## config.mk

```make
export PLATFORM = sky130hd
export DESIGN_NAME = uart_rx
export DESIGN_NICKNAME = d
export VERILOG_FILES = /design/src/rtl/uart_pkg.sv /design/src/rtl/uart_baud_tick.sv /design/src/rtl/uart_rx.sv
export SDC_FILE = /design/constraint.sdc
export NUM_CORES = 1
export LEC_CHECK = 0
export ABC_AREA = 1
export CORE_MARGIN = 3
export CORE_UTILIZATION = 30
export DETAILED_ROUTE_END_ITERATION = 12
export DONT_BUFFER_PORTS = 1
export SLEW_MARGIN = 20
export SYNTH_ARGS = -nofsm -noshare
export SYNTH_HDL_FRONTEND = slang
export SYNTH_SLANG_ARGS = --single-unit
```

## constraint.sdc

```tcl
create_clock -name clk -period 1.4 [get_ports clk]
set_input_delay 0.21 -clock clk [delete_from_list [all_inputs] [get_ports clk]]
set_output_delay 0.21 -clock clk [all_outputs]
set_load 0.02 [all_outputs]
```

## src/rtl/uart_pkg.sv

```systemverilog
// Shared UART constants: oversampling ratio, receiver state codes,
// baud divider helper and the ASCII digit offset used by the transmitter.
package uart_pkg;

  localparam int unsigned OVS = 16;

  localparam logic [2:0] IDLE      = 3'd0;
  localparam logic [2:0] START     = 3'd1;
  localparam logic [2:0] DATA      = 3'd2;
  localparam logic [2:0] STOP      = 3'd3;
  localparam logic [2:0] WAIT_HIGH = 3'd4;

  localparam logic [7:0] ASCII_OFFSET = 8'd48;

  // Clocks per oversample tick; integer division, caller keeps result >= 1.
  function automatic int unsigned calc_div(input int unsigned f, input int unsigned baud);
    return f / (baud * OVS);
  endfunction

endpackage

```

## src/rtl/uart_baud_tick.sv

```systemverilog
// Clear-able divider: one-clock tick every DIV clocks, restarted by clr.
module uart_baud_tick #(
  parameter int unsigned DIV = 1
) (
  input  logic clk,
  input  logic rst,
  input  logic clr,
  output logic tick
);

  localparam int unsigned W = (DIV > 1) ? $clog2(DIV) : 1;
  localparam logic [W-1:0] LAST = W'(DIV - 1);

  logic [W-1:0] cnt;

  // Free-running count 0..DIV-1, forced back to 0 on clr.
  always_ff @(posedge clk or posedge rst) begin
    if (rst) begin
      cnt <= '0;
    end else if (clr || cnt == LAST) begin
      cnt <= '0;
    end else begin
      cnt <= cnt + W'(1);
    end
  end

  assign tick = ~clr & (cnt == LAST);

endmodule

```

## src/rtl/uart_rx.sv

```systemverilog
// 8N1 UART receiver, 16x oversampled, mid-bit sampling, optional
// ASCII digit decode.
module uart_rx
  import uart_pkg::*;
#(
  parameter int unsigned BAUD  = 9600,
  parameter int unsigned F     = 50000000,
  parameter int unsigned ASCII = 0
) (
  input  logic       clk,
  input  logic       rst,
  input  logic       rx,
  output logic [7:0] data,
  output logic       valid,
  output logic       frame_err,
  output logic       busy
);

  localparam int unsigned DIV = calc_div(F, BAUD);

  logic       rx_q1;
  logic       rx_s;
  logic       rx_s_prev;
  logic       fell;
  logic [2:0] state;
  logic [3:0] tick_cnt;
  logic [2:0] bit_cnt;
  logic [7:0] shift;
  logic [7:0] rx_byte;
  logic       tick;
  logic       clr;

  // Two-flop synchronizer plus one delayed copy for edge detection; idle high.
  always_ff @(posedge clk or posedge rst) begin
    if (rst) begin
      rx_q1     <= 1'b1;
      rx_s      <= 1'b1;
      rx_s_prev <= 1'b1;
    end else begin
      rx_q1     <= rx;
      rx_s      <= rx_q1;
      rx_s_prev <= rx_s;
    end
  end

  assign fell = rx_s_prev & ~rx_s;
  assign clr  = (state == IDLE) & fell;

  uart_baud_tick #(.DIV(DIV)) u_tick (
    .clk  (clk),
    .rst  (rst),
    .clr  (clr),
    .tick (tick)
  );

  assign rx_byte = (ASCII != 0) ? (shift - ASCII_OFFSET) : shift;
  assign busy    = (state != IDLE);

  // Frame FSM: start validation, LSB-first data capture, stop check, break wait.
  always_ff @(posedge clk or posedge rst) begin
    if (rst) begin
      state     <= IDLE;
      tick_cnt  <= '0;
      bit_cnt   <= '0;
      shift     <= '0;
      data      <= '0;
      valid     <= 1'b0;
      frame_err <= 1'b0;
    end else begin
      valid     <= 1'b0;
      frame_err <= 1'b0;
      case (state)
        IDLE: begin
          if (fell) begin
            state    <= START;
            tick_cnt <= '0;
          end
        end
        START: begin
          if (tick) begin
            if (tick_cnt == 4'd7) begin
              if (rx_s) begin
                state <= IDLE;
              end else begin
                state    <= DATA;
                tick_cnt <= '0;
                bit_cnt  <= '0;
              end
            end else begin
              tick_cnt <= tick_cnt + 4'd1;
            end
          end
        end
        DATA: begin
          if (tick) begin
            tick_cnt <= tick_cnt + 4'd1;
            if (tick_cnt == 4'd15) begin
              shift[bit_cnt] <= rx_s;
              bit_cnt        <= bit_cnt + 3'd1;
              if (bit_cnt == 3'd7) begin
                state <= STOP;
              end
            end
          end
        end
        STOP: begin
          if (tick) begin
            tick_cnt <= tick_cnt + 4'd1;
            if (tick_cnt == 4'd15) begin
              data <= rx_byte;
              if (rx_s) begin
                valid <= 1'b1;
                state <= IDLE;
              end else begin
                frame_err <= 1'b1;
                state     <= WAIT_HIGH;
              end
            end
          end
        end
        WAIT_HIGH: begin
          if (rx_s) begin
            state <= IDLE;
          end
        end
        default: state <= IDLE;
      endcase
    end
  end

endmodule

```

==> impl_metrics.py, run 1 <==
metrics = {
    "timing": {
        "skew_ns": 0.00732,
        "fmax_ghz": 0.664,
        "slew_headroom": 0.799,
        "period_minus_slack_ns": 1.51,
        "setup_viol": 26,
        "final_critical_path_setup_slack_ns": -0.106,
        "hold_viol": 0,
        "rsz0062_at_grt": "true",
        "fin_crit_sh": 1.08,
        "drv_slew": 0,
        "worst_pin_slew_ns": 0.299,
    },
    "critical_path": {
        "cpMaxStageDelayCell": "dfrtp_1",
        "path_cells": "inv_1 -> ha_1 -> nand2_2 -> nor2_4 -> buf_4 -> nand3_2 -> nor2_1 -> nand2_1 -> nand2_1 -> o21ai_0",
        "arrival_ns": 1.68,
        "start_kind": "flop",
        "cp_max_fo": 4,
        "crit_path_frequent_cell": "nand2_1",
        "cp.required_ns": 1.57,
        "path_class": "flop to flop",
        "cp_slowest_stage_delay_ns": 0.39,
        "endpoint_kind": "flop",
    },
    "yosys": {
        "synth.most_common_cell": "nand2_1",
        "netlist_instances": 257,
        "synth_edf_count": 0,
        "synth_nets": 265,
        "synth_top_cell_by_area": "dfrtp_1",
        "ys_warn_count": 0,
        "yosysUniqueCellTypes": 28,
        "ys_seq_area_frac": 0.488,
        "postSynth.asyncResetShare": 1.00,
        "synth_ff_type": "dfrtp_1",
        "synth_top_area_frac": 0.450,
        "avgSynthCellArea_sq_um": 8.01,
        "syn-cell-area_sq_um": 2060,
        "ys_ff_latch": 40,
        "netlist_top_cells_count": "nand2_1, dfrtp_1, inv_1, nor2_1, nand3_1",
        "yosys-top-cells-area": "dfrtp_1, nand2_1, nand3_1, inv_1, nor2_1",
    },
    "floorplanning": {
        "die_x_um": 88.8,
        "start_util": 0.317,
        "die_area_sq_um": 7890,
        "die_h_um": 88.8,
        "io_pins": 14,
        "rows": 29,
        "design.core.area_sq_um": 6490,
    },
    "placement": {
        "place_congestion": 0.848,
        "port_buffers": 0,
        "hpwl_um": 2990,
        "preCtsSetupSlack_ns": -0.104,
    },
    "power_and_ir_drop": {
        "power.leakage_nw": 1.36,
        "vdd_drop_max_mv": 0.896,
        "powerDensity_nw_per_um2": 1440,
        "power_mw": 3.85,
    },
    "global_route": {
        "grt_pass1_vias": 1786,
        "grt_start_max_net_pins": 41,
        "grt_pass1_wl_um": 7640,
        "antenna_found_initial": 0,
        "grt_util_all_layers": 0.122,
        "grt_overflow": 0,
    },
    "route": {
        "drt_iter0_drc": 77,
        "ant_nets": 0,
        "post_drt_wl_per_cell_um": 11.1,
        "drt_wl_total_um": 4240,
        "drt_pass1_iterations": 4,
        "via_count": 1754,
        "viasPerCell": 4.58,
        "drc": 0,
    },
    "clock_tree": {
        "cts_buffers": 5,
        "htreeDepth": 2,
        "path_clk_slew_ns": 0.07,
        "clk_latency_ns": 0.29,
        "clk_path_buf_depth": 2,
        "cts_tree": "yes",
        "clockRootBuffer": "clkbuf_8",
        "cts_sinks": 40,
    },
    "finish": {
        "layout.nets": 313,
        "num_antenna_cells": 0,
        "drive_above_1_share": 0.310,
        "area.growth.synth_to_final_pct": 30.1,
    },
    "flow_run": {
        "maxCapViolations": 0,
    },
    "outcome": {
        "violations": "negative setup slack",
        "outcome": "complete, but fails checks",
    },
    "hold_path": {
        "hp-class": "flop to flop",
    },
}
layout make-up:
cell class / instances / area [sq um]
inverter: 33 / 126
clock buffer: 5 / 68.8
fill: 650 / 3820
multi-input combinational: 183 / 1000
sequential: 40 / 1010
timing repair buffer: 42 / 337
tap: 77 / 96.3
clock inverter: 3 / 42.5
stage by stage:
stage               hold slack (ns)  instances  utilization  TNS (ns)  area, sq um
finish                        0.358        383        0.412     -1.39         2680
global route                  0.367        383        0.412     -5.77         2680
CTS                           0.359        377        0.402    -0.852         2610
detailed placement            0.181        363        0.369     -1.71         2390
global placement              0.179        363        0.369    -0.449         2390
floorplan                     0.214        257            -    -0.370         2070
critical path: cells and delay by family (launching register included):
family                     cells  cell delay, ns
and+or+nand+nor                6            0.61
AOI/OAI and AO/OA              1            0.07
buffers and inverters          2            0.18
adders and majority gates      1            0.14
DFF                            1            0.39
kinds of logic after synthesis:
kind of cell | share of synthesized area
xor gates and xnor gates | 0.00851
AOI/OAI and AO/OA | 0.0480
adders and majority gates | 0.0304
and+or+nand+nor | 0.356
buffers and inverters | 0.0693
DFF | 0.488
placed cells by master, fill, tap and decap left out, drive strengths merged, types with 16 or more instances in the layout:
cell type  synthesis  final
buf                2     40
dfrtp             37     37
inv               32     32
nand2             81     82
nand3             25     25
nor2              37     37
o21ai             16     16
routing by layer:
layer | wire, um | share of wire | vias up | track usage
met5 | 0 | 0 | - | 0
met4 | 68 | 0.016 | 0 | 0.0371
met3 | 134 | 0.032 | 7 | 0.0251
met2 | 2060 | 0.49 | 24 | 0.205
met1 | 1970 | 0.47 | 818 | 0.156
li1 | - | - | 905 | -
path summary, 6_finish.rpt:
| check | startpoint | end | slack, ns | cells after the start |
|---|---|---|---|---|
| min in group asynchronous | rst | rx_byte[4] | 0.42 | 3 |
| hold reg to reg | rx_q1 | rx_s | 0.36 | 0 |
| max in group asynchronous | rst | rx_s_prev | 0.73 | 3 |
| setup / recovery | u_tick.cnt[1] | bit_cnt[2] | -0.11 | 10 |
| setup reg to reg | u_tick.cnt[1] | bit_cnt[2] | -0.11 | 10 |
| hold / removal | rx_q1 | rx_s | 0.36 | 0 |
flip-flops by register name (all words and copies together) (netlist names):
signal	flops
valid	1
u_tick.cnt	9
data	8
rx_s	1
frame_err	1
rx_byte	8
tick_cnt	4
rx_q1	1
state	3
bit_cnt	3
rx_s_prev	1
report_power, final:
group / internal, mW / leakage (nW) / total [mW] / switching [mW]
logic: 0.656 / 0.775 / 1.51 / 0.849
clock network: 0.527 / 0.0541 / 0.932 / 0.404
registers: 1.30 / 0.535 / 1.41 / 0.116
total: 2.48 / 1.36 / 3.85 / 1.37
repair_timing:
item | 4_1_cts | 5_1_grt
gates cloned | 0 | 1
hold buffers | 2 | 0
resized for setup | 20 | 7
pin swaps | 9 | 8
buffers inserted | 4 | 5
endpoints found under the hold margin | 38 | 0
setup endpoints to repair | 28 | 31
(Power assumes the default switching activity.)
==> run 2, diff against run 1 <==
Settings changed: CORE_MARGIN 3 to 4.
==> run 2 against run 1 <==
Against the previous run:
- highest routed layer unchanged
- fmax is 1.8% lower
- combinational power up 7%
- die area grew 4.6%
- the flow still finishes with violations (negative setup slack)
- largest power group unchanged
- critical path depth did not move
- final cell count up 0.52%
==> impl_metrics.py, run 2 (synthesis gave the netlist of run 1 again) <==
metrics = {
    "outcome": {
        "outcome": "complete, but fails checks",
        "violations": "negative setup slack",
    },
    "placement": {
        "preCtsSetupSlack_ns": -0.133,
        "port_buffers": 0,
        "dp_cells": 364,
        "hpwl_um": 3090,
        "place_congestion": 0.806,
    },
    "timing": {
        "slew_headroom": 0.813,
        "period_minus_slack_ns": 1.53,
        "drv_slew": 0,
        "skew_ns": 0.00838,
        "setup_viol": 28,
        "fin_tns_setup_ns": -1.85,
        "rsz0062_at_grt": "true",
        "fin_crit_sh": 1.10,
        "worst_pin_slew_ns": 0.280,
        "final_critical_path_setup_slack_ns": -0.133,
        "fmax_ghz": 0.652,
        "hold_viol": 0,
    },
    "route": {
        "viasPerCell": 4.62,
        "drt_wl_total_um": 4440,
        "via_count": 1780,
        "post_drt_wl_per_cell_um": 11.5,
        "drt_iter0_drc": 87,
        "drc": 0,
        "ant_nets": 0,
        "drt_pass1_iterations": 5,
    },
    "critical_path": {
        "startpoint": "u_tick.cnt[0]",
        "path_class": "flop to flop",
        "cp.required_ns": 1.59,
        "reg2reg_to": "rx_byte[0]",
        "cp_max_fo": 7,
        "critPathCapture": "rx_byte[0]",
        "arrival_ns": 1.72,
        "r2r_cells": 10,
        "r2r_start": "u_tick.cnt[0]",
        "endpoint_kind": "flop",
        "r2r_setup_slack_ns": -0.13,
        "start_kind": "flop",
    },
    "clock_tree": {
        "clockRootBuffer": "clkbuf_8",
        "path_clk_slew_ns": 0.08,
        "htreeDepth": 2,
        "clk_latency_ns": 0.30,
        "cts_sinks": 40,
        "clk_path_buf_depth": 2,
        "cts_tree": "yes",
        "cts_buffers": 5,
    },
    "power_and_ir_drop": {
        "powerDensity_nw_per_um2": 1420,
        "power_mw": 3.98,
        "vdd_drop_max_mv": 0.763,
        "power.leakage_nw": 1.39,
    },
    "floorplanning": {
        "rows": 29,
        "io_pins": 14,
        "design.core.area_sq_um": 6490,
        "start_util": 0.317,
        "die_area_sq_um": 8250,
        "die_h_um": 90.8,
        "die_x_um": 90.8,
    },
    "finish": {
        "largest_register": "u_tick.cnt",
        "area.growth.synth_to_final_pct": 36.0,
        "num_antenna_cells": 0,
        "drive_above_1_share": 0.338,
        "layout.nets": 315,
        "layout_common_cells": "nand2_1, buf_4, dfrtp_1",
        "finalNonFillerCells": 385,
        "largest_reg_flops": 9,
        "final_common_cell": "nand2_1",
    },
    "global_route": {
        "antenna_found_initial": 0,
        "grt_start_max_net_pins": 23,
        "grt_util_all_layers": 0.110,
        "grt_pass1_wl_um": 7490,
        "grt_overflow": 0,
        "grt_pass1_vias": 1654,
    },
    "hold_path": {
        "hp-class": "flop to flop",
        "hold_depth": 0,
    },
    "flow_run": {
        "maxCapViolations": 0,
    },
}
==> run 2: cell count changes in the layout (fill, tap and decap cells not counted), moves of 2 or more <==
cell / previous run / this run
nand2_2: 12 / 8
nand2_4: 1 / 3
nand3_1: 22 / 16
nand3_2: 3 / 8
nor2_2: 10 / 6
nor2_4: 4 / 8
o21ai_0: 11 / 8
o21ai_1: 2 / 5
==> run 2: metrics by stage <==
step	utilization	hold WS, ns	instance area (sq um)
floorplan	-	0.214	2070
global placement	0.370	0.178	2400
detailed placement	0.370	0.171	2400
CTS	0.402	0.358	2610
global route	0.431	0.365	2800
finish	0.431	0.357	2800
==> run 2: worst max-delay path, cell delays in order (launching register included) <==
cell and delay [ns]:
dfrtp_1 0.39, inv_1 0.06, ha_1 0.15, nand2_2 0.07, nor2_4 0.13, nand4_4 0.19, buf_4 0.20, nor2_2 0.08
nand2_1 0.05, o21ai_0 0.06, inv_1 0.05
==> run 2: report_power, final <==
part	total, mW	switching [mW]	leakage [nW]	internal [mW]
logic	1.62	0.921	0.806	0.697
clock network	0.934	0.406	0.0541	0.527
registers	1.43	0.130	0.535	1.30
==> run 2: final cells by class <==
class | count | area (sq um)
fillers | 625 | 3700
multi-input cells | 183 | 1100
flip-flops and latches | 40 | 1010
repair buffers | 44 | 355
inverters | 33 | 129
well taps | 77 | 96.3
clock buffers | 5 | 68.8
clock inverters | 3 | 42.5
==> run 2: per-layer routing <==
metal / share of wire / track usage
met5: 0 / 0
met4: 0.014 / 0.0377
met3: 0.031 / 0.0275
met2: 0.48 / 0.175
met1: 0.47 / 0.147
==> run 2: how the worst min path moves through the flow <==
stage	end	slack, ns	startpoint
floorplan	rx_q1	0.21	rx
global placement	state[0]	0.18	rst
detailed placement	state[0]	0.17	rst
CTS	rx_s	0.36	rx_q1
global route	rx_s	0.37	rx_q1
finish	rx_s	0.36	rx_q1
==> run 2: what timing repair did <==
action | in CTS | in global routing
hold buffers | 2 | 0
pin swaps | 13 | 14
hold endpoints to repair | 38 | 0
gates cloned | 0 | 1
setup buffers | 4 | 7
resized for setup | 19 | 32
setup endpoints to repair | 30 | 31
==> run 3, diff against run 2 <==
Settings changed: SETUP_SLACK_MARGIN set to 0.3, SKIP_LAST_GASP set to 1.
==> run 3 against run 2 <==
Against the previous run:
- the flow still finishes with violations (negative setup slack)
- worst setup slack improved by 0.029 ns
- via count fell by 3.3%
- worst hold slack improved by 0.0010 ns
- register-to-register slack improved by 0.03 ns
- clock-buffer cell count did not move
- critical path type unchanged
- combinational power rose by 4%
- core utilization fell by 0.71 points
==> impl_metrics.py, run 3 (synthesis gave the netlist of run 1 again) <==
metrics = {
    "floorplanning": {
        "rows": 29,
        "io_pins": 14,
        "die_x_um": 90.8,
        "start_util": 0.317,
        "die_h_um": 90.8,
        "design.core.area_sq_um": 6490,
        "die_area_sq_um": 8250,
    },
    "clock_tree": {
        "path_clk_slew_ns": 0.08,
        "clk_path_buf_depth": 2,
        "htreeDepth": 2,
        "cts_sinks": 40,
        "clockRootBuffer": "clkbuf_8",
        "clk_latency_ns": 0.29,
        "cts_buffers": 5,
        "cts_tree": "yes",
    },
    "route": {
        "post_drt_wl_per_cell_um": 11.5,
        "drt_wl_total_um": 4370,
        "drt-met1-wl_um": 2040,
        "drt_iter0_drc": 51,
        "drt_pass1_iterations": 4,
        "viasPerCell": 4.52,
        "wl_met2_um": 2130,
        "maxUsedRoutingLayer": "met4",
        "ant_nets": 0,
        "met3WireLength_um": 105,
        "drc": 0,
        "via_count": 1721,
    },
    "timing": {
        "skew_ns": 0.00456,
        "final_critical_path_setup_slack_ns": -0.105,
        "rsz0062_at_grt": "true",
        "timing.hold.ws_ns": 0.359,
        "fmax_ghz": 0.665,
        "worst_pin_slew_ns": 0.408,
        "hold_viol": 0,
        "slew_headroom": 0.727,
        "drv_slew": 0,
        "setup_viol": 34,
        "period_minus_slack_ns": 1.50,
        "fin_crit_sh": 1.07,
    },
    "finish": {
        "final_common_cell": "nand2_1",
        "num_antenna_cells": 0,
        "largest_reg_flops": 9,
        "area.growth.synth_to_final_pct": 33.7,
        "layout.nets": 311,
        "largest_register": "u_tick.cnt",
        "finalNonFillerCells": 381,
        "layout_common_cells": "nand2_1, dfrtp_1, buf_4",
        "drive_above_1_share": 0.313,
    },
    "placement": {
        "port_buffers": 0,
        "dp_cells": 356,
        "hpwl_um": 3010,
        "place_congestion": 0.802,
    },
    "critical_path": {
        "cp.required_ns": 1.59,
        "reg2reg_to": "data[1]",
        "cp_max_fo": 7,
        "arrival_ns": 1.69,
        "start_kind": "flop",
        "cp_slowest_stage_delay_ns": 0.53,
        "r2r_cells": 8,
        "path_cells": "inv_1 -> nor2_2 -> nand3_2 -> nand4_4 -> inv_4 -> buf_6 -> nand3_1 -> nand2_1",
        "path_class": "flop to flop",
        "cpMaxStageDelayCell": "dfstp_2",
        "r2r_start": "rx_s_prev",
        "r2r_setup_slack_ns": -0.10,
        "endpoint_kind": "flop",
    },
    "global_route": {
        "grt_pass1_wl_um": 7620,
        "grt_start_max_net_pins": 25,
        "grt_util_all_layers": 0.114,
        "grt_overflow": 0,
        "antenna_found_initial": 0,
        "grt_pass1_vias": 1727,
    },
    "power_and_ir_drop": {
        "powerDensity_nw_per_um2": 1460,
        "p_clk_frac": 0.234,
        "power.leakage_nw": 1.38,
        "p_switching_mw": 1.46,
        "p_int_mw": 2.57,
        "pwr-share-seq": 0.350,
        "power_frac_comb": 0.417,
        "switching_share": 0.363,
        "vdd_drop_max_mv": 1.11,
    },
    "hold_path": {
        "hold_depth": 0,
        "hp-class": "flop to flop",
        "min_from": "rx_q1",
        "holdPathEnd": "rx_s",
    },
    "flow_run": {
        "maxCapViolations": 0,
    },
    "outcome": {
        "violations": "negative setup slack",
        "outcome": "complete, but fails checks",
    },
}
-- run 3: cell types whose count changed in the layout (fill, tap and decap cells not counted), moves of 2 or more --
cell and change:
nand3_2 -7, nor3_2 +2, nor2_2 +2, nor2_4 -2
nand2_2 -3, buf_6 +4, nor3_1 -2, nand3_1 +6
nand2_1 +3, buf_4 -8, o21ai_1 +2
-- run 3: metrics by stage --
step	util	TNS, ns	cell area [sq um]	power, mW	setup slack, ns
floorplan	-	-0.362	2100	2.29	-0.0506
global placement	0.364	-0.413	2360	2.72	-0.0327
detailed placement	0.364	-1.32	2360	2.75	-0.0867
CTS	0.408	-0.643	2650	3.95	-0.0770
global route	0.424	-6.20	2750	4.32	-0.228
finish	0.424	-1.97	2750	4.03	-0.105
-- run 3: power groups by stage --
stage / registers (mW) / logic [mW] / clock network [mW]
after floorplan: 1.45 / 0.841 / 0
after global placement: 1.42 / 1.30 / 0
after detailed placement: 1.43 / 1.32 / 0
after CTS: 1.42 / 1.55 / 0.979
after global routing: 1.42 / 1.88 / 1.02
final: 1.41 / 1.68 / 0.940
-- run 3: per-layer routing --
metal,GRT usage,vias to the layer above
met5,0,-
met4,0.0528,0
li1,-,908
met3,0.0267,7
met2,0.192,18
met1,0.137,788
-- run 3: worst max-delay path by stage --
stage | startpoint | end | cells past startpoint
after floorplan | u_tick.cnt[0] | data[0] | 10
after global placement | rx_s_prev | data[1] | 8
after detailed placement | tick_cnt[0] | state[0] | 8
after CTS | u_tick.cnt[0] | rx_byte[3] | 9
after global routing | u_tick.cnt[0] | rx_byte[3] | 9
final | rx_s_prev | data[1] | 8
-- run 3: layout make-up --
type	count	area, sq um
Timing Repair Buffer	40	340
Sequential cell	40	1010
Fill cell	627	3740
Clock buffer	5	68.8
Multi-Input combinational cell	183	1070
Inverter	33	130
Tap cell	77	96.3
Clock inverter	3	42.5
-- run 3: critical path: cells and delay by family (launching register included) --
family	cells	cell delay (ns)
flip-flops	1	0.53
buffers and inverters	3	0.26
AND/OR/NAND/NOR	5	0.59
-- run 3: what timing repair did --
action | in CTS | in global routing
pin swaps | 13 | 9
setup endpoints to repair | 38 | 38
resized for setup | 27 | 12
setup buffers | 7 | 7
endpoints found under the hold margin | 14 | 0
hold buffers | 2 | 0
cloned | 0 | 1
